### config.mk
export PLATFORM = sky130hd
export DESIGN_NAME = load_store_arbiter
export DESIGN_NICKNAME = d
export VERILOG_FILES = /design/src/rtl/load_store_arbiter.sv
export SDC_FILE = /design/constraint.sdc
export NUM_CORES = 1
export LEC_CHECK = 0
export ABC_AREA = 1
export BUFFER_PORTS_ARGS = -buffer_cell sky130_fd_sc_hd__buf_4
export CORE_MARGIN = 2
export CORE_UTILIZATION = 51
export CTS_BUF_LIST = sky130_fd_sc_hd__clkbuf_4 sky130_fd_sc_hd__clkbuf_8
export DETAILED_ROUTE_END_ITERATION = 10
export MAX_ROUTING_LAYER = met4
export PLACE_DENSITY = 0.88
export SYNTH_ARGS = -nofsm -noshare
export SYNTH_HDL_FRONTEND = slang
export SYNTH_SLANG_ARGS = --single-unit
### constraint.sdc
create_clock -name clock_i -period 3.15 [get_ports clock_i]
set_clock_uncertainty 0.05 [all_clocks]
set_input_delay 0.63 -clock clock_i [delete_from_list [all_inputs] [get_ports clock_i]]
set_output_delay 0.63 -clock clock_i [all_outputs]
set_load 0.005 [all_outputs]
### src/rtl/load_store_arbiter.sv
// load_store_arbiter
//   Shares one single-port memory among NUM_REQ requesters. A round-robin
//   arbiter picks one pending requester while idle. A WAIT/LOAD/LOAD_RSP/STORE
//   state machine then drives the memory port. The winner gets a registered
//   one-cycle ack, and loads also return their read data.
//
// Ports
//   clock_i      clock, rising edge
//   reset_i      synchronous active-high reset
//   req_i        per-requester access request
//   req_we_i     per-requester 1=store, 0=load
//   req_addr_i   packed addresses, requester i at [i*ADDR_W +: ADDR_W]
//   req_wdata_i  packed write data, requester i at [i*DATA_W +: DATA_W]
//   ack_o        one-hot one-cycle completion pulse
//   rsp_rdata_o  load data, valid while ack_o is high, held otherwise
//   mem_en_o     memory access request
//   mem_we_o     memory write enable
//   mem_addr_o   memory address
//   mem_wdata_o  memory write data
//   mem_ready_i  memory accepts the access when mem_en_o && mem_ready_i
//   mem_rdata_i  memory read data, valid one cycle after load acceptance
//   busy_o       state machine is not in WAIT
//   state_o      WAIT=0, LOAD=1, LOAD_RSP=2, STORE=3
module load_store_arbiter #(
  parameter int NUM_REQ = 4,
  parameter int ADDR_W  = 8,
  parameter int DATA_W  = 16
) (
  input  logic                      clock_i,
  input  logic                      reset_i,
  input  logic [NUM_REQ-1:0]        req_i,
  input  logic [NUM_REQ-1:0]        req_we_i,
  input  logic [NUM_REQ*ADDR_W-1:0] req_addr_i,
  input  logic [NUM_REQ*DATA_W-1:0] req_wdata_i,
  output logic [NUM_REQ-1:0]        ack_o,
  output logic [DATA_W-1:0]         rsp_rdata_o,
  output logic                      mem_en_o,
  output logic                      mem_we_o,
  output logic [ADDR_W-1:0]         mem_addr_o,
  output logic [DATA_W-1:0]         mem_wdata_o,
  input  logic                      mem_ready_i,
  input  logic [DATA_W-1:0]         mem_rdata_i,
  output logic                      busy_o,
  output logic [1:0]                state_o
);

  localparam int ID_W = (NUM_REQ > 1) ? $clog2(NUM_REQ) : 1;

  typedef enum logic [1:0] {
    ST_WAIT     = 2'd0,
    ST_LOAD     = 2'd1,
    ST_LOAD_RSP = 2'd2,
    ST_STORE    = 2'd3
  } state_e;

  state_e              state_q;
  logic [ID_W-1:0]     ptr_q;
  logic [ID_W-1:0]     id_q;
  logic [NUM_REQ-1:0]  ack_q;
  logic [DATA_W-1:0]   rsp_rdata_q;
  logic                mem_en_q;
  logic                mem_we_q;
  logic [ADDR_W-1:0]   mem_addr_q;
  logic [DATA_W-1:0]   mem_wdata_q;

  logic [NUM_REQ-1:0]  elig_d;
  logic                grant_vld_d;
  logic [ID_W-1:0]     grant_id_d;
  logic [ID_W-1:0]     ptr_d;
  logic                grant_we_d;
  logic [ADDR_W-1:0]   grant_addr_d;
  logic [DATA_W-1:0]   grant_wdata_d;

  logic [ADDR_W-1:0]   addr_arr [NUM_REQ];
  logic [DATA_W-1:0]   wdata_arr [NUM_REQ];

  function automatic logic [NUM_REQ-1:0] onehot(input logic [ID_W-1:0] id);
    logic [NUM_REQ-1:0] v;
    v     = '0;
    v[id] = 1'b1;
    return v;
  endfunction

  // Unpack the per-requester address and data buses.
  for (genvar g = 0; g < NUM_REQ; g++) begin : g_unpack
    assign addr_arr[g]  = req_addr_i[g*ADDR_W +: ADDR_W];
    assign wdata_arr[g] = req_wdata_i[g*DATA_W +: DATA_W];
  end

  // Round-robin winner selection, searching upward from ptr_q with wrap.
  always_comb begin
    // The requester being acked this cycle is still holding req and
    // must not be granted again.
    elig_d      = req_i & ~ack_q;
    grant_vld_d = 1'b0;
    grant_id_d  = '0;
    for (int k = 0; k < NUM_REQ; k++) begin
      logic [ID_W-1:0] idx;
      idx = ID_W'((int'(ptr_q) + k) % NUM_REQ);
      if (!grant_vld_d && elig_d[idx]) begin
        grant_vld_d = 1'b1;
        grant_id_d  = idx;
      end else begin
        grant_vld_d = grant_vld_d;
      end
    end
    ptr_d         = ID_W'((int'(grant_id_d) + 1) % NUM_REQ);
    grant_we_d    = req_we_i[grant_id_d];
    grant_addr_d  = addr_arr[grant_id_d];
    grant_wdata_d = wdata_arr[grant_id_d];
  end

  // Access sequencing state machine with registered memory and ack outputs.
  always_ff @(posedge clock_i) begin
    if (reset_i) begin
      state_q     <= ST_WAIT;
      ptr_q       <= '0;
      id_q        <= '0;
      ack_q       <= '0;
      rsp_rdata_q <= '0;
      mem_en_q    <= 1'b0;
      mem_we_q    <= 1'b0;
      mem_addr_q  <= '0;
      mem_wdata_q <= '0;
    end else begin
      ack_q <= '0;
      case (state_q)
        ST_WAIT: begin
          if (grant_vld_d) begin
            // Requester inputs are captured here and ignored afterwards.
            id_q        <= grant_id_d;
            ptr_q       <= ptr_d;
            mem_en_q    <= 1'b1;
            mem_we_q    <= grant_we_d;
            mem_addr_q  <= grant_addr_d;
            mem_wdata_q <= grant_wdata_d;
            state_q     <= grant_we_d ? ST_STORE : ST_LOAD;
          end
        end
        ST_LOAD: begin
          if (mem_ready_i) begin
            mem_en_q <= 1'b0;
            state_q  <= ST_LOAD_RSP;
          end
        end
        ST_LOAD_RSP: begin
          rsp_rdata_q <= mem_rdata_i;
          ack_q       <= onehot(id_q);
          state_q     <= ST_WAIT;
        end
        ST_STORE: begin
          if (mem_ready_i) begin
            mem_en_q <= 1'b0;
            ack_q    <= onehot(id_q);
            state_q  <= ST_WAIT;
          end
        end
        default: begin
          mem_en_q <= 1'b0;
          state_q  <= ST_WAIT;
        end
      endcase
    end
  end

  assign ack_o       = ack_q;
  assign rsp_rdata_o = rsp_rdata_q;
  assign mem_en_o    = mem_en_q;
  assign mem_we_o    = mem_we_q;
  assign mem_addr_o  = mem_addr_q;
  assign mem_wdata_o = mem_wdata_q;
  assign busy_o      = (state_q != ST_WAIT);
  assign state_o     = state_q;

endmodule

==> impl_metrics.csv, run 1 <==
group,metric,value,unit
setup_path,critPathBufInv,2,
hold_path,hold_depth,2,
hold_path,hold_path_end,"mem_en_o",
sta,holdWs,0.436,ns
synth,synth_edf_count,0,
power_and_ir_drop,powerDensity,917,nW/um2
sta,period_share,0.861,
global_routing,antenna_found_initial,0,
floorplanning,num_io_pins,172,
synth,netlist_instances,582,
global_routing,track_usage,0.281,
sta,finalCriticalPeriod,2.71,ns
setup_path,endpoint_kind,"flop",
route,remaining_drc_errors,0,
route,route.final.wire_length,10100,um
clocking,insertion_delay,0.30,ns
setup_path,crit_required,3.33,ns
setup_path,path_delay_family,"simple AND/OR/NAND/NOR gates",
route,post_drt_wl_per_cell,12.5,um
clocking,clockBufferDepth,2,
clocking,post_cts_buffers,0,
sta,hold_viol,0,
placed_design,place.gp.congestion,0.908,
synth,async_flop_share,0,
placed_design,dpl.hpwl,7500,um
synth,synth-seq-cells,52,
setup_path,start_kind,"flop",
setup_path,cp_data_arrival_time,2.89,ns
outcome,status,"complete, no violations",
sta,rsz0062_at_grt,"false",
hold_path,hold_path.class,"flop to flop",
clocking,cts_resized,0,
route,vias,4163,
synth,yosysTopAreaCell,"dfxtp_1",
sta,finalMaxSlewViolations,0,
floorplanning,rows,29,
final_layout,drive_above_1_share,0.270,
synth,syn_nets,705,
synth,postSynthAreaPerCell,5.92,um2
placed_design,io_buffer_count,171,
power_and_ir_drop,vdd_ir_drop_max,0.645,mV
clocking,cts_buffers,5,
synth,synth_ff_type,"dfxtp_1",
sta,relSlewSlack,0.212,
floorplanning,die-height,86.2,um
synth,yosys.area.top_type_share,0.302,
power_and_ir_drop,power,0.00437,W
sta,fmax,369,MHz
clocking,cts_tree,"built",
hold_path,min-delay-start,"mem_en_o",
setup_path,cp_max_fo,54,
route,viasPerCell,5.14,
synth,yosysSeqAreaShare,0.302,
power_and_ir_drop,p_leak,2.81,nW
final_layout,diodes,0,
global_routing,grt_first_pass_wirelength,16800,um
sta,worst_slew_pin_slew,1.18,ns
route,drtPass1Iterations,7,
setup_path,crit_chain,"inv_4 > nand2_1 > nand2_2 > nand3_1 > nand2_2 > nand2_2 > nor3_2 > nor2_4 > inv_1 > a211oi_1",
floorplanning,dieArea,7430,um2
clocking,holdBufCountCts,0,
route,ant_nets,0,
global_routing,grt_overflow_total,0,
final_layout,area_growth,38.3,%
setup_path,slowest_stage,"nor2_4",
synth,synth_cell_types,24,
clocking,cts_sinks,52,
sta,setup_viol,0,
synth,yosys_warnings,0,
sta,finalWorstSetupSlack,0.439,ns
clocking,clk_pin_slew,0.11,ns
synth,ys_top_cells_by_area,"dfxtp_1, nand3_1, inv_1",
setup_path,r2r_start,"ptr_q[0]",
synth,synthTopCellsByCount,"nand3_1, inv_1, nand2_1, nor2_1, dfxtp_1",
setup_path,r2r_end,"ptr_q[0]",
synth,synth_most_common_cell,"nand3_1",
final_layout,final_area,4770,um2
global_routing,grt_pass1_vias,3883,
run,cap_violations,0,
setup_path,worstRegToRegCells,10,
final_layout,finalNetCount,855,
setup_path,slowest_delay,0.88,ns
setup_path,cp_common_cell,"nand2_2",
clocking,htree_levels,2,
floorplanning,start_util,0.534,
global_routing,grt_max_degree,55,
sta,tns,0,ns
floorplanning,core,6460,um2
route,drtIter0Drc,280,
setup_path,critPathKind,"flop to flop",
placed_design,place_area,4670,um2
clocking,cts_root_buffer,"clkbuf_8",
placed_design,post-place-ws,0.349,ns
setup_path,r2r_slack,0.44,ns
synth,synthesis.area,3450,um2
floorplanning,die_x,86.2,um
-- cell type report --
cell class                      instances  area (um2)
Multi-Input combinational cell        380        1770
Fill cell                             554        1690
Timing Repair Buffer                  175        1310
Sequential cell                        52        1040
Inverter                              118         448
Tap cell                               77        96.3
Clock buffer                            5        68.8
Clock inverter                          3        25.0
-- cell usage in the layout (no fill, tap or decap), drive strengths merged --
cell,count
inv,120
o21ai,18
nand2,113
clkbuf,5
a211oi,1
buf,175
nor4,4
clkinvlp,1
a21oi,7
nor3,1
nand4,2
dfxtp,52
nand3b,25
nor2,89
nand3,120
-- routing by layer --
metal	vias to the layer above	routed length [um]	part of all wire	GRT usage
li1	2089	-	-	-
met1	1862	3990	0.39	0.335
met2	190	5130	0.51	0.487
met3	22	785	0.077	0.0419
met4	0	247	0.024	0.0952
met5	-	0	0	-
-- how the worst max path moves through the flow --
stage	depth (start not counted)	slack (ns)	startpoint	end
6_report	10	0.44	ptr_q[0]	ptr_q[0]
5_1_grt	8	0.12	ptr_q[0]	ptr_q[0]
4_1_cts	10	0.44	ptr_q[0]	ptr_q[0]
3_5_place_dp	9	0.35	req_i[1]	ptr_q[0]
3_3_place_gp	9	0.44	req_i[3]	ptr_q[0]
2_1_floorplan	13	1.25	req_i[3]	mem_addr_o[0]
-- flip-flops by register name (all words and copies together), names as in the netlist --
name,count
mem_wdata_o,16
rsp_rdata_o,16
mem_addr_o,8
ack_o,4
id_q,2
ptr_q,2
state_o,2
mem_en_o,1
mem_we_o,1
-- worst register-to-register path, stage by stage, from the launching register on --
cell,delay (ns)
dfxtp_1,0.56
inv_4,0.10
nand2_1,0.11
nand2_2,0.09
nand3_1,0.09
nand2_2,0.10
nand2_2,0.09
nor3_2,0.06
nor2_4,0.88
inv_1,0.25
a211oi_1,0.27
-- power breakdown --
| group | leakage (nW) | total (W) | internal, W | switching [W] |
|---|---|---|---|---|
| Sequential | 0.430 | 0.00105 | 0.000898 | 0.000156 |
| Clock | 0.0452 | 0.000404 | 0.000163 | 0.000241 |
| Combinational | 2.33 | 0.00291 | 0.00110 | 0.00181 |
-- stage by stage --
| step | util | instances |
|---|---|---|
| 2_1_floorplan | - | 582 |
| 3_3_place_gp | 0.723 | 802 |
| 3_5_place_dp | 0.723 | 802 |
| 4_1_cts | 0.738 | 810 |
| 5_1_grt | 0.738 | 810 |
| 6_report | 0.738 | 810 |
-- cells by family (layout without fill, tap and decap cells) --
logic type | after synthesis | after routing | synth area share
flip-flops | 52 | 52 | 0.302
buffers and inverters | 150 | 301 | 0.184
AND/OR/NAND/NOR | 354 | 354 | 0.476
AO/OA/AOI/OAI | 26 | 26 | 0.0385
Power figures use the tool's default switching activity.
==> run 2, diff against run 1 <==
- CELL_PAD_IN_SITES_DETAIL_PLACEMENT: not set -> 0
- CELL_PAD_IN_SITES_GLOBAL_PLACEMENT: not set -> 1
- CORE_UTILIZATION: 51 -> 33
- PLACE_DENSITY: 0.88 -> not set
- PLACE_DENSITY_LB_ADDON: not set -> 0.1
==> impl_metrics.csv, run 2 (synthesis results as in run 1) <==
group,metric,value,unit
outcome,status,"complete, no violations",
sta,tns,0,ns
placed_design,place.gp.congestion,0.858,
floorplanning,core,10200,um2
route,post_drt_wl_per_cell,12.4,um
setup_path,cp_data_arrival_time,2.65,ns
setup_path,start_kind,"flop",
route,remaining_drc_errors,0,
placed_design,io_buffer_count,171,
sta,finalCriticalPeriod,2.47,ns
hold_path,min-delay-start,"mem_en_o",
sta,hold_viol,0,
sta,finalMaxSlewViolations,0,
setup_path,r2r_start,"ptr_q[0]",
hold_path,hold_path.class,"flop to flop",
sta,relSlewSlack,0.576,
floorplanning,num_io_pins,172,
placed_design,dpl.hpwl,7610,um
sta,finalWorstSetupSlack,0.680,ns
setup_path,crit_required,3.33,ns
setup_path,path_delay_family,"simple AND/OR/NAND/NOR gates",
placed_design,dp.cells,862,
route,ant_nets,0,
final_layout,area_growth,40.7,%
clocking,cts_tree,"built",
route,drtIter0Drc,169,
route,drtPass1Iterations,7,
clocking,cts_sinks,52,
final_layout,layout_common_cells,"buf_4, nand3_1, inv_1",
setup_path,slowest_delay,0.57,ns
clocking,insertion_delay,0.31,ns
setup_path,critPathBufInv,3,
setup_path,startpoint,"ptr_q[0]",
sta,fmax,405,MHz
setup_path,slowest_stage,"dfxtp_1",
route,viasPerCell,4.61,
clocking,post_cts_buffers,0,
clocking,cts_resized,0,
sta,rsz0062_at_grt,"false",
setup_path,cp_max_fo,28,
global_routing,grt_max_degree,52,
setup_path,critPathKind,"flop to flop",
clocking,htree_levels,2,
final_layout,n_fill_cell,1097,
global_routing,grt_pass1_vias,3679,
sta,setup_viol,0,
power_and_ir_drop,vdd_ir_drop_max,0.528,mV
final_layout,layout_commonest_cell,"buf_4",
floorplanning,die_x,106,um
clocking,clk_pin_slew,0.11,ns
final_layout,diodes,0,
setup_path,cp_common_cell,"nand2_2",
final_layout,drive_above_1_share,0.271,
route,route.final.wire_length,10800,um
placed_design,post-place-ws,0.598,ns
final_layout,final_cell_count_no_fill,870,
power_and_ir_drop,p_leak,2.82,nW
floorplanning,start_util,0.337,
global_routing,track_usage,0.191,
clocking,cts_root_buffer,"clkbuf_8",
floorplanning,die-height,106,um
setup_path,crit_chain,"inv_4 > nand2_1 > nand2_2 > nand3_1 > nand2_2 > nand2_2 > nor3_2 > nor2_4 > buf_4 > nand3_1 > nand2_1 > inv_1",
sta,period_share,0.784,
clocking,clockBufferDepth,2,
sta,worst_slew_pin_slew,0.634,ns
global_routing,antenna_found_initial,0,
global_routing,grt_first_pass_wirelength,17100,um
clocking,cts_buffers,5,
route,vias,4008,
clocking,holdBufCountCts,0,
floorplanning,dieArea,11300,um2
floorplanning,rows,37,
final_layout,fin_util,0.474,
setup_path,endpoint_kind,"flop",
global_routing,grt_overflow_total,0,
power_and_ir_drop,powerDensity,915,nW/um2
final_layout,finalNetCount,856,
run,cap_violations,0,
-- run 2: cell count changes in the layout (fill, tap and decap cells not counted), sizes merged --
cell      previous run  this run
buf                175       176
inv                120       121
clkinvlp             1         0
-- run 2: metal layers --
layer	vias up	part of all wire	track usage
met5	-	0	-
met3	16	0.069	0.0349
li1	2090	-	-
met2	147	0.44	0.304
met1	1755	0.47	0.248
met4	0	0.020	0.0555
-- run 2: path summary, 6_finish.rpt --
kind	slack, ns	cells after the start	end
max	0.68	12	mem_wdata_o[1]
min	0.45	2	mem_en_o
max reg2reg	0.68	12	mem_wdata_o[1]
min reg2reg	0.45	2	mem_en_o
-- run 2: where the power goes --
part	switching, W	internal (W)	leakage (nW)
combinational	0.00185	0.00110	2.34
sequential	0.000156	0.000898	0.430
clock	0.000256	0.000168	0.0511
-- run 2: final cells by class --
type                            instances  area, um2  share of cell area
Clock buffer                            5       68.8              0.0142
Clock inverter                          3       28.8             0.00593
Inverter                              118        448              0.0923
Multi-Input combinational cell        380       1770               0.365
Sequential cell                        52       1040               0.215
Tap cell                              136        170              0.0351
Timing Repair Buffer                  176       1320               0.272
-- run 2: through the flow --
step                cell area [um2]  hold slack (ns)  total power, W
global placement               4750            0.418         0.00402
CTS                            4850            0.445         0.00449
detailed placement             4750            0.428         0.00404
floorplan                      3450            0.395         0.00323
finish                         4850            0.445         0.00444
global route                   4850            0.468         0.00490
-- run 2: worst min-delay path, delay by kind of cell (launching register included) --
| family | cells | cell delay (ns) |
|---|---|---|
| flip-flops | 1 | 0.33 |
| AO/OA/AOI/OAI | 2 | 0.13 |
==> run 3, diff against run 2 <==
- CORE_UTILIZATION: 33 -> 31
- clock period: 3.15 -> 2.3 ns (I/O delays scaled with it)
==> impl_metrics.csv, run 3 (synthesis results as in run 1) <==
group,metric,value,unit
outcome,status,"complete, no violations",
sta,finalCriticalPeriod,2.06,ns
clocking,insertion_delay,0.32,ns
placed_design,io_buffer_count,171,
hold_path,hold_path.class,"input pin to flop",
floorplanning,core,10800,um2
route,drtPass1Iterations,4,
global_routing,antenna_found_initial,0,
power_and_ir_drop,p_leak,2.93,nW
setup_path,cp_max_fo,26,
setup_path,start_kind,"flop",
clocking,holdBufCountCts,0,
power_and_ir_drop,powerDensity,1290,nW/um2
clocking,cts_root_buffer,"clkbuf_8",
global_routing,grt_pass1_vias,3726,
placed_design,post-place-ws,-0.364,ns
clocking,cts_sinks,52,
route,drtIter0Drc,231,
run,cap_violations,0,
global_routing,track_usage,0.192,
sta,finalMaxSlewViolations,0,
sta,rsz0062_at_grt,"false",
power_and_ir_drop,vdd_ir_drop_max,0.610,mV
floorplanning,dieArea,12000,um2
route,ant_nets,0,
floorplanning,rows,38,
sta,finalWorstSetupSlack,0.243,ns
final_layout,final_area,5070,um2
route,post_drt_wl_per_cell,12.6,um
clocking,htree_levels,2,
global_routing,grt_max_degree,52,
global_routing,grt_overflow_total,0,
floorplanning,num_io_pins,172,
final_layout,finalNetCount,876,
clocking,clk_pin_slew,0.12,ns
clocking,post_cts_buffers,0,
sta,hold_viol,0,
final_layout,diodes,0,
final_layout,area_growth,47.0,%
clocking,clockBufferDepth,2,
sta,setup_viol,0,
final_layout,drive_above_1_share,0.293,
global_routing,grt_first_pass_wirelength,17800,um
sta,tns,0,ns
setup_path,critPathKind,"flop to flop",
clocking,cts_buffers,5,
final_layout,layout_commonest_cell,"buf_4",
setup_path,endpoint_kind,"flop",
sta,worst_slew_pin_slew,0.727,ns
placed_design,dpl.hpwl,7930,um
final_layout,layout_common_cells,"buf_4, nand3_1, inv_1",
route,vias,4067,
floorplanning,die_x,109,um
sta,fmax,486,MHz
sta,period_share,0.895,
placed_design,place.gp.congestion,0.822,
route,route.final.wire_length,11300,um
placed_design,place_area,4940,um2
setup_path,cp_data_arrival_time,2.23,ns
floorplanning,start_util,0.318,
route,viasPerCell,4.55,
clocking,cts_tree,"built",
floorplanning,die-height,109,um
sta,relSlewSlack,0.515,
setup_path,crit_required,2.47,ns
route,remaining_drc_errors,0,
[run 3: cell types whose count changed in the layout (fill, tap and decap cells not counted), sizes merged]
cell,before,now
nor2,89,91
buf,176,194
[run 3: what timing repair did]
| item | CTS | global route |
|---|---|---|
| pin swaps | 1 | 1 |
| endpoints found under the setup margin | 31 | 30 |
| gates cloned | 1 | 1 |
| gates resized for setup | 2 | 3 |
[run 3: worst max-delay path, stage by stage, from the launching register on]
cell and delay [ns]:
dfxtp_2 0.42, inv_4 0.07, nand3_1 0.11, nand2_1 0.09
nand2_1 0.06, nand2_1 0.09, buf_4 0.15, nor2_1 0.11
nand3_1 0.16, nand2_4 0.22, inv_6 0.13, nand3_1 0.12
nand3_1 0.07, nand2_1 0.08, inv_1 0.03
[run 3: cell type report]
class	count	area, um2
fillers	1202	5770
multi-input cells	382	1800
repair buffers	194	1510
flip-flops and latches	52	1040
inverters	118	450
well taps	140	175
clock buffers	5	68.8
clock inverters	3	28.8
[run 3: path summary, 6_finish.rpt]
check / slack (ns) / end / depth (start not counted) / from
max: 0.24 / mem_we_o / 14 / ptr_q[0]
min: 0.30 / rsp_rdata_o[14] / 3 / mem_rdata_i[14]
max reg2reg: 0.24 / mem_we_o / 14 / ptr_q[0]
min reg2reg: 0.44 / ack_o[1] / 1 / id_q[1]
[run 3: power breakdown]
part / internal (W) / switching, W
Sequential: 0.00123 / 0.000189
Combinational: 0.00183 / 0.00270
Clock: 0.000231 / 0.000350
[run 3: metrics by stage]
stage | hold WS [ns] | total power (W) | utilization | instances
floorplan | 0.395 | 0.00442 | - | 582
global placement | 0.424 | 0.00588 | 0.456 | 884
detailed placement | 0.419 | 0.00592 | 0.456 | 884
CTS | 0.292 | 0.00659 | 0.466 | 893
global route | 0.289 | 0.00730 | 0.468 | 894
finish | 0.303 | 0.00653 | 0.468 | 894
[run 3: layer usage]
metal / global-route usage / up-vias / share of wire
met3: 0.0439 / 19 / 0.083
met4: 0.0416 / 0 / 0.016
met2: 0.311 / 138 / 0.46
met1: 0.245 / 1774 / 0.44
met5: - / - / 0
li1: - / 2136 / -
